===== config.mk =====
export PLATFORM = sky130hd
export DESIGN_NAME = jit_demux
export DESIGN_NICKNAME = d
export VERILOG_FILES = /design/src/rtl/jit_pkg.sv /design/src/rtl/jit_skid2.sv /design/src/rtl/jit_demux.sv
export SDC_FILE = /design/constraint.sdc
export NUM_CORES = 1
export LEC_CHECK = 0
export CAP_MARGIN = 25
export CORE_MARGIN = 10
export CORE_UTILIZATION = 39
export CTS_BUF_LIST = sky130_fd_sc_hd__clkbuf_4
export CTS_CLUSTER_DIAMETER = 60
export DETAILED_ROUTE_END_ITERATION = 8
export GPL_TIMING_DRIVEN = 0
export PLACE_DENSITY_LB_ADDON = 0.12
export SETUP_SLACK_MARGIN = 0.2
export SYNTH_ARGS = -nofsm -noshare
export SYNTH_HDL_FRONTEND = slang
export SYNTH_SLANG_ARGS = --single-unit

===== constraint.sdc =====
create_clock -name ACLK -period 2.39 [get_ports ACLK]
set_input_delay 0.478 -clock ACLK [delete_from_list [all_inputs] [get_ports ACLK]]
set_output_delay 0.478 -clock ACLK [all_outputs]
set_load 0.1 [all_outputs]

===== src/rtl/jit_pkg.sv =====
// rtl/jit_pkg.sv - shared constants, beat type and config decode for the jit stream router
//
// Purpose : common definitions imported by jit_skid2 and jit_demux.
// Contents: JIT_DW          default tdata width
//           JIT_CONF_W      width of the destination select field
//           JIT_CONF_OFF    select value meaning "disconnected"
//           JIT_MAX_PORTS   number of physical destination ports
//           jitBeat_t       one stream beat at the default width
//           jitConfEff()    maps a raw select onto a populated port or OFF

package jit_pkg;

    localparam int JIT_DW        = 32;
    localparam int JIT_CONF_W    = 4;
    localparam logic [JIT_CONF_W-1:0] JIT_CONF_OFF = '0;
    localparam int JIT_MAX_PORTS = 8;

    typedef logic [JIT_DW-1:0] jitBeat_t;

    // Anything that does not name a populated port collapses to OFF, so
    // out-of-range selects behave exactly like an explicit disconnect.
    function automatic logic [JIT_CONF_W-1:0] jitConfEff(
        input logic [JIT_CONF_W-1:0] conf,
        input int                    num
    );
        if ((conf != JIT_CONF_OFF) && (32'(conf) <= 32'(num))) begin
            return conf;
        end
        return JIT_CONF_OFF;
    endfunction

endpackage


===== src/rtl/jit_skid2.sv =====
// rtl/jit_skid2.sv - two-entry registered FIFO holding beats on their way out
//
// Purpose : buffers up to two beats so the output is fully registered while
//           still sustaining one beat per cycle.
// Ports   : clk, rst       clock, synchronous active-high reset
//           push, pushData write a beat at the tail (ignored when full)
//           pop            drop the head beat (ignored when empty)
//           headData       current head beat
//           count          occupancy 0..2
//           countNext      occupancy after this cycle's push/pop

module jit_skid2
    import jit_pkg::*;
#(
    parameter int DW = JIT_DW
) (
    input  logic          clk,
    input  logic          rst,
    input  logic          push,
    input  logic [DW-1:0] pushData,
    input  logic          pop,
    output logic [DW-1:0] headData,
    output logic [1:0]    count,
    output logic [1:0]    countNext
);

    logic [DW-1:0] mem [2];
    logic          headPtr;
    logic          tailPtr;
    logic          doPush;
    logic          doPop;

    always_comb begin
        doPush    = push && (count != 2'd2);
        doPop     = pop && (count != 2'd0);
        // Tail sits one slot past the head only when exactly one beat is held.
        tailPtr   = headPtr ^ count[0];
        headData  = mem[headPtr];
        countNext = count;
        if (doPush && !doPop) begin
            countNext = count + 2'd1;
        end else if (doPop && !doPush) begin
            countNext = count - 2'd1;
        end
    end

    always_ff @(posedge clk) begin
        if (rst) begin
            mem     <= '{default: '0};
            headPtr <= 1'b0;
            count   <= 2'd0;
        end else begin
            if (doPush) begin
                mem[tailPtr] <= pushData;
            end
            if (doPop) begin
                headPtr <= ~headPtr;
            end
            count <= countNext;
        end
    end

endmodule


===== src/rtl/jit_demux.sv =====
// rtl/jit_demux.sv - 1-to-8 stream router with drain-before-switch destination select
//
// Purpose : steers one input stream to the output selected by CONF through a
//           two-entry registered buffer; a new selection only takes effect
//           once every buffered beat has left on the old destination.
// Ports   : ACLK, ARESET                 clock, synchronous active-high reset
//           sIn_tvalid/tready/tdata      input stream
//           mK_tvalid/tready/tdata       output streams, K = 1..8 (K > NUM tied off)
//           CONF                         destination select, 0 = disconnected
//           BUSY                         buffer non-empty or switch pending

module jit_demux
    import jit_pkg::*;
#(
    parameter int NUM = 2,
    parameter int DW  = JIT_DW
) (
    input  logic                  ACLK,
    input  logic                  ARESET,
    output logic                  sIn_tready,
    input  logic                  sIn_tvalid,
    input  logic [DW-1:0]         sIn_tdata,
    input  logic                  m1_tready,
    input  logic                  m2_tready,
    input  logic                  m3_tready,
    input  logic                  m4_tready,
    input  logic                  m5_tready,
    input  logic                  m6_tready,
    input  logic                  m7_tready,
    input  logic                  m8_tready,
    output logic                  m1_tvalid,
    output logic                  m2_tvalid,
    output logic                  m3_tvalid,
    output logic                  m4_tvalid,
    output logic                  m5_tvalid,
    output logic                  m6_tvalid,
    output logic                  m7_tvalid,
    output logic                  m8_tvalid,
    output logic [DW-1:0]         m1_tdata,
    output logic [DW-1:0]         m2_tdata,
    output logic [DW-1:0]         m3_tdata,
    output logic [DW-1:0]         m4_tdata,
    output logic [DW-1:0]         m5_tdata,
    output logic [DW-1:0]         m6_tdata,
    output logic [DW-1:0]         m7_tdata,
    output logic [DW-1:0]         m8_tdata,
    input  logic [JIT_CONF_W-1:0] CONF,
    output logic                  BUSY
);

    logic [JIT_CONF_W-1:0]  confEff;
    logic [JIT_CONF_W-1:0]  selQ;
    logic [JIT_MAX_PORTS:1] mReady;
    logic [JIT_MAX_PORTS:1] mValid;
    logic [DW-1:0]          mData [1:JIT_MAX_PORTS];
    logic                   selReady;
    logic                   push;
    logic                   pop;
    logic [DW-1:0]          headData;
    logic [1:0]             count;
    logic [1:0]             countNext;

    assign mReady = {m8_tready, m7_tready, m6_tready, m5_tready,
                     m4_tready, m3_tready, m2_tready, m1_tready};

    assign confEff = jitConfEff(CONF, NUM);

    // Ready drops as soon as CONF disagrees with the latched selection, so
    // the old destination drains while the new one waits.
    assign sIn_tready = (count != 2'd2) && (selQ != JIT_CONF_OFF) && (confEff == selQ);
    assign push       = sIn_tvalid && sIn_tready;
    assign pop        = (count != 2'd0) && selReady;
    assign BUSY       = (count != 2'd0) || (confEff != selQ);

    always_comb begin
        selReady = 1'b0;
        for (int k = 1; k <= JIT_MAX_PORTS; k++) begin
            mValid[k] = 1'b0;
            mData[k]  = '0;
            if ((k <= NUM) && (selQ == JIT_CONF_W'(k))) begin
                selReady  = mReady[k];
                mValid[k] = (count != 2'd0);
                mData[k]  = headData;
            end
        end
    end

    jit_skid2 #(
        .DW (DW)
    ) uSkid (
        .clk       (ACLK),
        .rst       (ARESET),
        .push      (push),
        .pushData  (sIn_tdata),
        .pop       (pop),
        .headData  (headData),
        .count     (count),
        .countNext (countNext)
    );

    // Switching only when the buffer ends the cycle empty guarantees every
    // beat leaves on the destination that was selected when it was accepted.
    always_ff @(posedge ACLK) begin
        if (ARESET) begin
            selQ <= JIT_CONF_OFF;
        end else if (countNext == 2'd0) begin
            selQ <= confEff;
        end
    end

    assign m1_tvalid = mValid[1];
    assign m2_tvalid = mValid[2];
    assign m3_tvalid = mValid[3];
    assign m4_tvalid = mValid[4];
    assign m5_tvalid = mValid[5];
    assign m6_tvalid = mValid[6];
    assign m7_tvalid = mValid[7];
    assign m8_tvalid = mValid[8];
    assign m1_tdata  = mData[1];
    assign m2_tdata  = mData[2];
    assign m3_tdata  = mData[3];
    assign m4_tdata  = mData[4];
    assign m5_tdata  = mData[5];
    assign m6_tdata  = mData[6];
    assign m7_tdata  = mData[7];
    assign m8_tdata  = mData[8];

endmodule


==> results of run 1 <==
-- cell usage in the layout, fill, tap and decap left out, drive strengths merged, types with 2 or more instances in the layout --
cell / count
a21oi: 66
a311oi: 2
and2: 3
and3b: 2
buf: 317
clkbuf: 36
clkdlybuf4s15: 3
clkdlybuf4s50: 35
clkinv: 5
conb: 198
dfxtp: 71
ha: 2
inv: 2
mux2i: 36
nand2: 136
nand3: 5
nand3b: 3
nor2: 72
nor2b: 3
nor3: 3
or2b: 2
or3: 2
xnor2: 4
-- timing repair --
item	in CTS	in global routing
gates resized for setup	723	174
pin swaps	19	89
setup endpoints to repair	136	134
hold buffers	0	0
endpoints found under the hold margin	0	0
setup buffers	16	11
cloned	8	7
-- area by class of cell --
class / instances / area, um^2
Multi-Input combinational cell: 549 / 4145
Fill cell: 827 / 2511
Timing Repair Buffer: 150 / 2341
Buffer: 231 / 1959
Sequential cell: 71 / 1435
Tap cell: 172 / 215.2
Clock buffer: 11 / 82.58
Clock inverter: 5 / 25.02
Inverter: 2 / 7.507
-- per-stage QoR --
step	TNS [ns]	cells
3_3_place_gp	-89.64	1131
2_1_floorplan	-0.6511	852
5_1_grt	0	1191
6_report	0	1191
4_1_cts	0	1173
3_5_place_dp	-81.92	1133
-- worst max-delay path, delay by kind of cell --
kind | cells | cell delay (ns)
buffers and inverters | 2 | 0.49
AO/OA/AOI/OAI | 1 | 0.10
AND/OR/NAND/NOR | 4 | 0.74
-- sequential cells by signal, indices dropped and copies added, names as in the netlist --
signal         flops
uSkid.count        2
uSkid.headPtr      1
selQ               4
uSkid.mem         64
-- where the power goes --
group	leakage [nW]	switching (mW)	total, mW	internal (mW)
sequential	0.576	0.00968	1.20	1.19
clock	0.0702	0.428	0.657	0.229
combinational	3.78	1.60	1.97	0.374
-- metal layers --
| layer | vias to the layer above | GRT usage | wire [um] |
|---|---|---|---|
| li1 | 2436 | - | - |
| met1 | 2177 | 0.1851 | 6717 |
| met2 | 210 | 0.3315 | 10210 |
| met3 | 16 | 0.09088 | 1890 |
| met4 | 0 | 0.03083 | 179 |
| met5 | - | 0 | 0 |
-- path summary, 6_finish.rpt --
| check | endpoint | slack, ns |
|---|---|---|
| setup / recovery | sIn_tready | 0.10 |
| hold / removal | uSkid.mem[0] | 0.46 |
| setup reg to reg | uSkid.mem[4] | 0.16 |
| hold reg to reg | uSkid.mem[0] | 0.46 |
-- cells by family after synthesis --
| kind of cell | Yosys count | share of synthesized area |
|---|---|---|
| other | 1 | 0.0007337 |
| AOI/OAI and AO/OA | 72 | 0.1217 |
| xor gates and xnor gates | 5 | 0.008568 |
| buffers and inverters | 233 | 0.3268 |
| and+or+nand+nor | 235 | 0.1887 |
| adders and majority gates | 2 | 0.004895 |
| muxes | 36 | 0.07050 |
| DFF | 71 | 0.2781 |
==> impl_metrics.csv, run 1 <==
group,metric,value,unit
timing,final_max_slew_viol_count,0,
placed_design,port_buffers,107,
detailed_routing,vias,4839,
grt,grt_start_max_net_pins,12,
grt,antenna_found_initial,0,
floorplan,die_area,18080,um^2
placed_design,dp_worst_setup_slack,-1.135,ns
detailed_routing,first_pass_iters,4,
timing,max_freq,437.0,MHz
floorplan,ios,313,
placed_design,dp_hpwl,12440,um
worst_setup_path,path_class,"in -> out",
logic_synthesis,synth_area,5111,um^2
worst_setup_path,cp_slowest_cell,"nor4b_4",
floorplan,dieHeight,134.5,um
worst_setup_path,worstSetupStartpoint,"CONF[3]",
floorplan,rows,41,
timing,fin_crit_sh,0.9576,
worst_setup_path,r2r_cells,10,
detailed_routing,ant_nets,0,
worst_setup_path,path_cells,"clkdlybuf4s15_1 > nor4b_4 > a32oi_4 > nand3_4 > nand2_4 > nor3_4 > buf_12",
worst_setup_path,reg2reg_from,"uSkid.count[0]",
grt,grt-ovfl-total,0,
worst_setup_path,slowest_delay,0.36,ns
power,p_total,3.829,mW
power,powerDensity,375.0,nW/um^2
logic_synthesis,yosys_warnings,0,
final_layout,n_antenna_cell,0,
power,ir_drop,0.3359,mV
logic_synthesis,synthArstFlopShare,0,
clock_tree,insertion_delay,0.43,ns
clock_tree,cts_buffers,9,
timing,setup-violations-final,0,
floorplan,die_w,134.5,um
timing,clock_skew,0.007478,ns
timing,tightest_slew,0.7989,ns
logic_synthesis,synthCells,655,
logic_synthesis,netlist.area_leader.share,0.2938,
timing,rsz0062_at_grt,"yes",
worst_setup_path,path_max_fanout,4,
timing,maxSlewHeadroom,0.4674,
detailed_routing,wl,19000,um
status,status,"finished clean",
logic_synthesis,synth_seq_cells,71,
grt,grt_pass1_vias,4920,
grt,grt_use_total,0.1821,
logic_synthesis,synth_cell_types,35,
min_path,hold_path.startpoint,"uSkid.mem[0]",
final_layout,nets,1063,
logic_synthesis,yosysSeqAreaShare,0.2781,
logic_synthesis,avgSynthCellArea,7.803,um^2
logic_synthesis,synth.most_common_cell,"buf_4",
detailed_routing,drcViolationCount,0,
power,power_leakage,4.428,nW
timing,whs,0.4647,ns
clock_tree,numClockSinks,71,
final_layout,drive_gt1_frac,0.5741,
worst_setup_path,required,1.91,ns
logic_synthesis,synth_area_leaders,"buf_4 29%, dfxtp_1 28%, a21oi_2 10%",
worst_setup_path,arrival,1.81,ns
placed_design,place_congestion,0.8137,
logic_synthesis,yosysTopAreaCell,"buf_4",
worst_setup_path,start_kind,"input port",
grt,grt_pass1_wl,26360,um
clock_tree,cts_root_buf,"clkbuf_4",
logic_synthesis,synthFlopType,"dfxtp_1",
clock_tree,cts_max_path_buffers,2,
clock_tree,htree_levels,3,
logic_synthesis,synth_edf_count,0,
detailed_routing,via_per_inst,4.063,
detailed_routing,wire_per_inst,15.95,um
logic_synthesis,yosys-top-cells-count,"200 x buf_4, 135 x nand2_1, 71 x dfxtp_1, 71 x nor2_1, 60 x a21oi_2",
timing,hold_viol,0,
placed_design,placed_cell_area,7665,um^2
timing,min_period,2.289,ns
timing,setup_ws,0.1014,ns
detailed_routing,drt_iter0_markers,242,
final_layout,post-route-util,0.8026,
final_layout,fin_area,10210,um^2
floorplan,start_util,0.4018,
clock_tree,path_clk_slew,0.11,ns
worst_setup_path,endpoint_kind,"output pin",
floorplan,core,12720,um^2
clock_tree,cts_tree,"done",
min_path,min_path_type,"reg -> reg",
job,cap_viol_max_count,0,
final_layout,syn2layout_area_growth,99.78,%
min_path,hold_depth,2,
No activity file was read; power rests on OpenSTA's default activity.
==> run 2: changes to the inputs <==
--- a/config.mk
+++ b/config.mk
@@ -10,7 +10,9 @@
 export CORE_UTILIZATION = 39
 export CTS_BUF_LIST = sky130_fd_sc_hd__clkbuf_4
 export CTS_CLUSTER_DIAMETER = 60
+export CTS_CLUSTER_SIZE = 8
 export DETAILED_ROUTE_END_ITERATION = 8
+export GPL_ROUTABILITY_DRIVEN = 0
 export GPL_TIMING_DRIVEN = 0
 export PLACE_DENSITY_LB_ADDON = 0.12
 export SETUP_SLACK_MARGIN = 0.2
==> results of run 2 <==
No change in the layout: final DEF, timing and power equal those of run 1.
